### src/rtl/uart_loader_pkg.sv
// rtl/uart_loader_pkg.sv - shared constants and types for the UART instruction loader
//
// Purpose: terminator word, FSM state type and byte-count width used by the
//          loader top and its word assembler.
// Ports:   none (package).
package uart_loader_pkg;

  localparam logic [31:0] LOADER_TERM = 32'hFFFF_FFFF;
  localparam int          BCNT_W      = 2;

  typedef enum logic {
    LOAD = 1'b0,
    DONE = 1'b1
  } loader_state_t;

endpackage

### src/rtl/loader_word_assembler.sv
// rtl/loader_word_assembler.sv - packs UART bytes LSB-first into 32-bit words
//
// Purpose: holds bytes 0-2 of the word in progress, discards a partial word
//          on BREAK or after TIMEOUT_CYC idle cycles, and flags the cycle in
//          which byte 3 completes a word.
// Ports:
//   clk, rst    clock, synchronous active-high reset
//   en          assembler active (loader still in LOAD)
//   rx_valid    byte strobe, rx_data holds the byte
//   rx_data     received byte
//   rx_break    BREAK seen; drops partial word and coincident byte
//   word_valid  combinational: a complete word is presented this cycle
//   word        combinational: {rx_data, shreg}
module loader_word_assembler
  import uart_loader_pkg::*;
#(
  parameter int TIMEOUT_CYC = 1_000_000
) (
  input  logic        clk,
  input  logic        rst,
  input  logic        en,
  input  logic        rx_valid,
  input  logic [7:0]  rx_data,
  input  logic        rx_break,
  output logic        word_valid,
  output logic [31:0] word
);

  localparam int IDLE_W = (TIMEOUT_CYC > 2) ? $clog2(TIMEOUT_CYC) : 1;

  logic [23:0]       shreg;
  logic [BCNT_W-1:0] bcnt;
  logic [IDLE_W-1:0] idle_cnt;
  logic              timeout;

  // Timeout only matters while a partial word is held.
  assign timeout = (bcnt != '0) && (idle_cnt == IDLE_W'(TIMEOUT_CYC - 1));

  // A byte landing on the timeout cycle starts a new word, so it never completes one.
  assign word_valid = en && rx_valid && !rx_break && !timeout && (bcnt == 2'd3);
  assign word       = {rx_data, shreg};

  always_ff @(posedge clk) begin
    if (rst) begin
      shreg    <= '0;
      bcnt     <= '0;
      idle_cnt <= '0;
    end else if (en) begin
      if (rx_break) begin
        bcnt     <= '0;
        idle_cnt <= '0;
      end else if (rx_valid) begin
        idle_cnt <= '0;
        if (timeout) begin
          shreg[7:0] <= rx_data;
          bcnt       <= 2'd1;
        end else begin
          case (bcnt)
            2'd0:    shreg[7:0]   <= rx_data;
            2'd1:    shreg[15:8]  <= rx_data;
            2'd2:    shreg[23:16] <= rx_data;
            default: ;
          endcase
          bcnt <= bcnt + 2'd1;  // wraps 3 -> 0 when the word completes
        end
      end else if (timeout) begin
        bcnt     <= '0;
        idle_cnt <= '0;
      end else if (bcnt != '0) begin
        idle_cnt <= idle_cnt + IDLE_W'(1);
      end
    end
  end

endmodule

### src/rtl/uart_instr_loader.sv
// rtl/uart_instr_loader.sv - writes UART-received instruction words into imem
//
// Purpose: assembles bytes into words, writes them to sequential word
//          addresses from 0, stops on 32'hFFFF_FFFF or when memory is full,
//          and holds the core in reset until loading is done.
// Ports:
//   clk, rst     clock, synchronous active-high reset
//   rx_valid     byte strobe from the UART receiver
//   rx_data      received byte
//   rx_break     UART BREAK (level or pulse)
//   imem_we      one-cycle instruction-memory write strobe
//   imem_addr    word address of the write
//   imem_wdata   instruction word written
//   write_done   sticky, loading finished
//   overflow     sticky, a word arrived with memory already full
//   core_hold    ~write_done
module uart_instr_loader
  import uart_loader_pkg::*;
#(
  parameter int ADDR_W      = 8,
  parameter int TIMEOUT_CYC = 1_000_000
) (
  input  logic              clk,
  input  logic              rst,
  input  logic              rx_valid,
  input  logic [7:0]        rx_data,
  input  logic              rx_break,
  output logic              imem_we,
  output logic [ADDR_W-1:0] imem_addr,
  output logic [31:0]       imem_wdata,
  output logic              write_done,
  output logic              overflow,
  output logic              core_hold
);

  loader_state_t state;
  logic [ADDR_W:0] waddr;  // MSB set means memory is full
  logic            word_valid;
  logic [31:0]     word;

  loader_word_assembler #(
    .TIMEOUT_CYC (TIMEOUT_CYC)
  ) u_asm (
    .clk        (clk),
    .rst        (rst),
    .en         (state == LOAD),
    .rx_valid   (rx_valid),
    .rx_data    (rx_data),
    .rx_break   (rx_break),
    .word_valid (word_valid),
    .word       (word)
  );

  always_ff @(posedge clk) begin
    if (rst) begin
      state      <= LOAD;
      waddr      <= '0;
      imem_we    <= 1'b0;
      imem_addr  <= '0;
      imem_wdata <= '0;
      write_done <= 1'b0;
      overflow   <= 1'b0;
      core_hold  <= 1'b1;
    end else begin
      imem_we <= 1'b0;
      case (state)
        LOAD: begin
          if (word_valid) begin
            if (word == LOADER_TERM) begin
              write_done <= 1'b1;
              core_hold  <= 1'b0;
              state      <= DONE;
            end else if (!waddr[ADDR_W]) begin
              imem_we    <= 1'b1;
              imem_addr  <= waddr[ADDR_W-1:0];
              imem_wdata <= word;
              waddr      <= waddr + (ADDR_W+1)'(1);
            end else begin
              overflow   <= 1'b1;
              write_done <= 1'b1;
              core_hold  <= 1'b0;
              state      <= DONE;
            end
          end
        end
        default: ;  // DONE: only rst leaves
      endcase
    end
  end

endmodule

### config.mk
export PLATFORM = sky130hd
export DESIGN_NAME = uart_instr_loader
export DESIGN_NICKNAME = d
export VERILOG_FILES = /design/src/rtl/uart_loader_pkg.sv /design/src/rtl/loader_word_assembler.sv /design/src/rtl/uart_instr_loader.sv
export SDC_FILE = /design/constraint.sdc
export NUM_CORES = 1
export LEC_CHECK = 0
export ABC_AREA = 1
export CORE_MARGIN = 8
export CORE_UTILIZATION = 25
export DETAILED_ROUTE_END_ITERATION = 6
export PLACE_DENSITY = 0.42
export SYNTH_ARGS = -nofsm -noshare
export SYNTH_HDL_FRONTEND = slang
export SYNTH_SLANG_ARGS = --single-unit
### constraint.sdc
create_clock -name clk -period 1.56 [get_ports clk]
set_input_delay 0.234 -clock clk [delete_from_list [all_inputs] [get_ports clk]]
set_output_delay 0.234 -clock clk [all_outputs]
set_load 0.02 [all_outputs]
# Yosys cells after proc, flatten, opt, wreduce, memory -nomap -nowiden
# Index checks and enable logic that the tools add are counted.
# Widths: inputs -> output; s select.
word_totals:
  reg_bits: 100
  inputBits: 12
  out_inout_bits: 44
  word_cells: 71
classes:
  add_sub_neg: 3
  n_eq_ne: 5
  n_mux: 20
  bitwise_logic: 6
  reduce_logical: 23
op_table:
  columns: ["operator", "count"]
  rows:
  - ["$mux 20", 4]
  - ["$eq 32x32->1 const B", 1]
  - ["$add 20x1->20 const B", 1]
  - ["$eq 20x20->1 const B", 1]
  - ["$mux 8", 2]
  - ["$reduce_and 4->1", 3]
  - ["$reduce_and 5->1", 2]
  - ["$add 9x1->9 const B", 1]
  - ["$mux 1", 9]
  - ["$mux 9", 1]
  - ["$mux 2", 4]
  - ["$not 1->1", 6]
  - ["$reduce_and 3->1", 2]
  - ["$reduce_bool 2->1", 3]
  - ["$logic_and 1x1->1", 5]
  - ["$eq 2x2->1 const B", 2]
  - ["$reduce_and 2->1", 2]
  - ["$reduce_bool 4->1", 1]
  - ["$reduce_or 4->1", 1]
  - ["$reduce_bool 3->1", 1]
  - ["$add 2x1->2 const B", 1]
  - ["$eq 2x1->1 const B", 1]
  - ["$logic_not 1->1", 2]
  - ["$logic_not 2->1", 1]

# Longest topological paths before layout
logic_depth:
  depth_word: 7
  mapped_depth: 11
  ltp_nobuf: 11

# Cells and area by module
# A second synthesis with hierarchy kept.
unflattened:
  cells_unflattened: 613
  hier_area_um2: 4516.8
by_module_without_submodules:
  columns: ["mod", "instances", "cells_each", "area_each_um2", "seq_area_each_um2"]
  rows:
  - ["uart_instr_loader", 1, 308, 2284.7, 1081.0]
  - ["loader_word_assembler", 1, 305, 2232.1, 920.9]

# Least setup slack after synthesis
# No wires, ideal clock.
synth_timing:
  path_kind: "register to register"
  start: "reg u_asm.idle_cnt[0]"
  end: "reg imem_wdata[28]"
  setup_ns: 0.113
  arrival_time_ns: 1.491
  required_time_ns: 1.447
  setup_slack_ns: -0.044
  stages_incl_launch_ff: 11
  n_path_buf: 2
  synth_period_minus_slack_ns: 1.604
  path_cell_list: "dfxtp_1 ha_1 nand3_1 nor2_2 nand4_2 nand2_1 nor2_2 buf_4 buf_4 o21ai_1 nor2_1"
synth_between:
  elab_chain_len: 6
synth_rtl:
  columns: ["element", "line", "rtl"]
  rows:
  - ["start, declared", "loader_word_assembler.sv:33", "logic [IDLE_W-1:0] idle_cnt;"]
  - ["start signal, assigned", "loader_word_assembler.sv:70", "idle_cnt <= idle_cnt + IDLE_W'(1);"]
  - ["$eq 20x20->1", "loader_word_assembler.sv:37", "assign timeout = (bcnt != '0) && (idle_cnt == IDLE_W'(TIMEOUT_CYC - 1));"]
  - ["$logic_and 1x1->1", "loader_word_assembler.sv:37", null]
  - ["$logic_not 1->1", "loader_word_assembler.sv:40", "assign word_valid = en && rx_valid && !rx_break && !timeout && (bcnt == 2'd3);"]
  - ["$logic_and 1x1->1 (2 in series)", "loader_word_assembler.sv:40", null]
  - ["$reduce_and 4->1 (no source line)", null, null]
  - ["end signal, assigned", "uart_instr_loader.sv:76", "imem_wdata <= word;"]
  - ["end, declared", "uart_instr_loader.sv:30", "output logic [31:0] imem_wdata,"]
# No other way between the ends.
# A chain may end at the register's enable or synchronous reset.

# Worst setup path after layout
layout_timing:
  start: "reg u_asm.bcnt[0]"
  end: "reg imem_wdata[15]"
layout_between:
  elab_chain_len: 6
  elab_cells_between_ends: 7
  classes_between: "eq/ne: 1; reduce/logical: 6"
layout_rtl:
  columns: ["element", "line", "rtl"]
  rows:
  - ["start, declared", "loader_word_assembler.sv:32", "logic [BCNT_W-1:0] bcnt;"]
  - ["start signal, assigned", "loader_word_assembler.sv:64", "bcnt <= bcnt + 2'd1;"]
  - ["$reduce_bool 2->1", "loader_word_assembler.sv:37", null]
  - ["$logic_and 1x1->1", "loader_word_assembler.sv:37", null]
  - ["$logic_not 1->1", "loader_word_assembler.sv:40", null]
  - ["$logic_and 1x1->1", "loader_word_assembler.sv:40", null]
  - ["$logic_and 1x1->1 *", "loader_word_assembler.sv:40", null]
  - ["$reduce_and 4->1 (no source line) *", null, null]
# Every way passes the cells marked *; elsewhere a longest branch is shown, timed or not.

==> key figures <==
Power
  – Comb pwr share: 7.1%
  – Sw Ratio: 23.4%
  – Power density over the cells: 787 nW/µm²
  – Sequential share of power: 49.7%
  – Internal: 4.03 mW
  – Clock Power Share: 43.2%
  – Power Total: 5.26 mW
  – Switching pwr: 1.23 mW
  – VDD IR-drop max: 0.000441 V
  – Static leakage: 3.11 nW

CTS
  – CTS clk-pin slew, worst paths: 0.07 ns
  – Root buf cell: clkbuf_16
  – CTS Buffer Depth: 2
  – CTS tree: yes
  – Clk sinks: 100
  – H-tree levels: 3
  – Number of CTS-inserted buffers: 9
  – Cts hold-fix bufs: 0
  – Clk Latency, worst-skew pair: 0.35 ns

Die
  – Die Height: 149 µm
  – Core area: 17200 µm²
  – Die footprint: 22100 µm²
  – Row count: 48
  – Die W: 149 µm
  – Initial Util: 25.5%
  – # IOs: 56

Layout
  – Leading cell types in the layout, fill and taps excluded: 110 x nor2_1, 88 x nand2_1, 84 x dfxtp_1
  – Share of layout cells above drive strength 1: 30.5%
  – Leading cell type in the layout, fill and taps excluded: nor2_1
  – # diodes: 0
  – Non-filler instance count after layout: 980
  – Design area: 6680 µm²
  – Area growth, synth to finish: 52.0%
  – FILL cells: 1767
  – Final core occ: 38.8%
  – Final net count: 769

Setup path
  – Crit-path cells: buf_6 > ha_1 > inv_2 > nor2_4 > buf_6 > nand4_4 > buf_6 > buf_12 > nor2_4 > nor2_1
  – Worst endpoint required time: 1.80 ns
  – WP data arrival: 1.85 ns
  – Max stage delay on crit path: 0.34 ns
  – Largest fanout on the critical path: 6
  – Critical setup path kind: flip-flop to flip-flop
  – Crit. End Element: flip-flop
  – Max stage delay cell, worst path: dfxtp_2
  – Reg-to-reg slack, setup: -0.04 ns
  – Startpoint Class: flip-flop
  – Critical R2R Launch: u_asm.bcnt[0]$_SDFFE_PP0P_
  – Worst r2r path cells: 10
  – Cell mode on critical path: buf_6
  – R2r endpoint: imem_wdata[15]$_SDFFE_PP0P_

Yosys
  – Top post-synthesis cells by area: dfxtp_1 46%, nor2_1 13%, nand2_1 9.1%, o21ai_0 5.4%, nand3_1 4.8%
  – Avg Inst Size Synth: 7.03 µm²
  – Post-Syn Area: 4400 µm²
  – Area leader, netlist: dfxtp_1
  – Synthesized flop and latch total: 100
  – Mapped Cells: 625
  – Sequential element share of the synthesized area: 45.5%
  – Yosys top cell area share: 45.5%
  – Unique masters post-synth: 31
  – YS warnings: 0
  – Net Count, Synth: 643

GRT
  – Vias in the first global route: 4339
  – Initial antenna violation count: 0
  – First-pass GRT wire length: 22300 µm
  – Pin count of the biggest net entering global routing: 67
  – GRT Total Usage: 12.6%
  – Grt ovf: 0

Route
  – Final WL: 13700 µm
  – Via Count: 4386
  – Initial detailed-routing violation count: 157
  – Via-per-instance ratio: 4.48
  – Residual DRC count: 0
  – Drt first pass iters: 4
  – Remaining antenna violation count after routing: 0
  – Avg WL per Cell: 14.0 µm

Status
  – Failing checks: setup timing
  – Outcome: finished, violations left

Placed design
  – Cell Area, Placed: 5690 µm²
  – GPL Wtd Cong: 0.817
  – Dpl hpwl: 9570 µm
  – Placed cells: 952
  – Port Buffer Count: 55

Min path
  – WHS Path Cells: 4
  – HP Start: rx_data[2]
  – Hold Path End: imem_wdata[26]$_SDFFE_PP0P_
  – Min-Delay Path Class: primary input to flip-flop

STA
  – Minimum clock period: 1.60 ns
  – Worst Tran Pin Value: 0.284 ns
  – Final hold vios: 0
  – RSZ-0062 raised after global routing: true
  – Skew final: 0.00923 ns
  – Slew Limit Headroom: 81.1%
  – Smallest hold slack: 0.323 ns
  – Final Max Tran Viols: 0
  – Final WS setup: -0.0427 ns
  – Part of the cycle the worst path needs: 103%
  – Setup-failing EPs final: 12
  – Max Freq: 624 MHz

Job
  – Maxcap violations: 0
registers in the layout, summed over array words and instances (netlist names):
name / count
core_hold: 1
imem_addr: 8
imem_wdata: 32
imem_we: 1
overflow: 1
state: 1
u_asm.bcnt: 2
u_asm.idle_cnt: 20
u_asm.shreg: 24
waddr: 9
write_done: 1
metal layers:
layer  wire length (µm)  vias up  global-route usage (%)
li1                   -     2258                       -
met1               6770     2052                    16.4
met2               6180       64                    19.8
met3                523       12                    2.92
met4                200        0                    4.90
met5                  0        -                       0
logic make-up after synthesis:
logic type	after synthesis	synth area share (%)
and+or+nand+nor	342	32.6
DFF	100	45.5
AOI/OAI and AO/OA	93	10.8
buffers and inverters	75	7.60
xor gates and xnor gates	9	1.79
adders and majority gates	6	1.71
worst max-delay path: cells and delay by family (launching register included):
kind | cells | cell delay [ns]
buffers and inverters | 5 | 0.57
AND/OR/NAND/NOR | 4 | 0.43
flip-flops | 1 | 0.34
adder cells (fa/ha/maj) | 1 | 0.15
synth_stat cells:
| library cell | number |
|---|---|
| nand2_2 | 2 |
| o21ai_0 | 47 |
| nand2_1 | 107 |
| nor4_1 | 1 |
| xor2_1 | 9 |
| o22ai_1 | 1 |
| nor2_1 | 157 |
| nand3_1 | 42 |
| clkbuf_1 | 15 |
| a21oi_1 | 41 |
| buf_6 | 5 |
| nor3_1 | 15 |
| o21ai_1 | 2 |
| dfxtp_1 | 100 |
| inv_2 | 3 |
| ha_1 | 6 |
| clkinv_1 | 1 |
| a31oi_1 | 1 |
| nand4_2 | 1 |
| nand3b_1 | 1 |
| clkinv_2 | 1 |
| o211a_1 | 1 |
| nor2_2 | 5 |
| or2_2 | 1 |
| and3_1 | 1 |
| nor3b_1 | 2 |
| nand4_1 | 6 |
| inv_1 | 43 |
| buf_2 | 5 |
| nand4_4 | 1 |
| buf_4 | 2 |
what timing repair did:
item | in CTS | in global routing
setup endpoints to repair | 86 | 111
pin swaps | 47 | 18
cloned | 4 | 1
setup buffers | 6 | 4
gates resized for setup | 103 | 123
worst max-delay path by stage:
stage | cells after the start | from | slack, ns | to
CTS | 10 | u_asm.idle_cnt[1]$_SDFFE_PP0P_ | -0.09 | waddr[2]$_SDFFE_PP0P_
global route | 11 | u_asm.idle_cnt[9]$_SDFFE_PP0P_ | -0.12 | waddr[2]$_SDFFE_PP0P_
global placement | 11 | rx_data[1] | -0.43 | imem_wdata[2]$_SDFFE_PP0P_
finish | 10 | u_asm.bcnt[0]$_SDFFE_PP0P_ | -0.04 | imem_wdata[15]$_SDFFE_PP0P_
detailed placement | 11 | rx_data[1] | -0.48 | imem_wdata[22]$_SDFFE_PP0P_
floorplan | 10 | u_asm.idle_cnt[0]$_SDFFE_PP0P_ | 0.0007 | imem_wdata[28]$_SDFFE_PP0P_
stage by stage:
stage | setup TNS, ns | setup slack [ns]
after CTS | -2.51 | -0.0899
after global placement | -26.92 | -0.429
after floorplan | 0 | 0.000744
final | -0.152 | -0.0427
after global routing | -4.27 | -0.124
after detailed placement | -27.88 | -0.480
area by class of cell:
| class | instances | area, µm² | area share (%) |
|---|---|---|---|
| Inverter | 48 | 181 | 2.71 |
| Timing Repair Buffer | 142 | 1420 | 21.2 |
| Multi-Input combinational cell | 450 | 2490 | 37.2 |
| Sequential cell | 100 | 2020 | 30.3 |
| Clock buffer | 11 | 243 | 3.63 |
| Clock inverter | 4 | 50.0 | 0.749 |
| Tap cell | 225 | 282 | 4.21 |
power by group through the flow:
| stage | clock [mW] | combinational, mW | sequential, mW |
|---|---|---|---|
| floorplan | 0 | 0.145 | 2.67 |
| global placement | 0 | 0.328 | 2.67 |
| detailed placement | 0 | 0.329 | 2.67 |
| CTS | 2.34 | 0.347 | 2.61 |
| global route | 2.44 | 0.412 | 2.62 |
| finish | 2.27 | 0.374 | 2.62 |
Power figures use the tool's default switching activity.
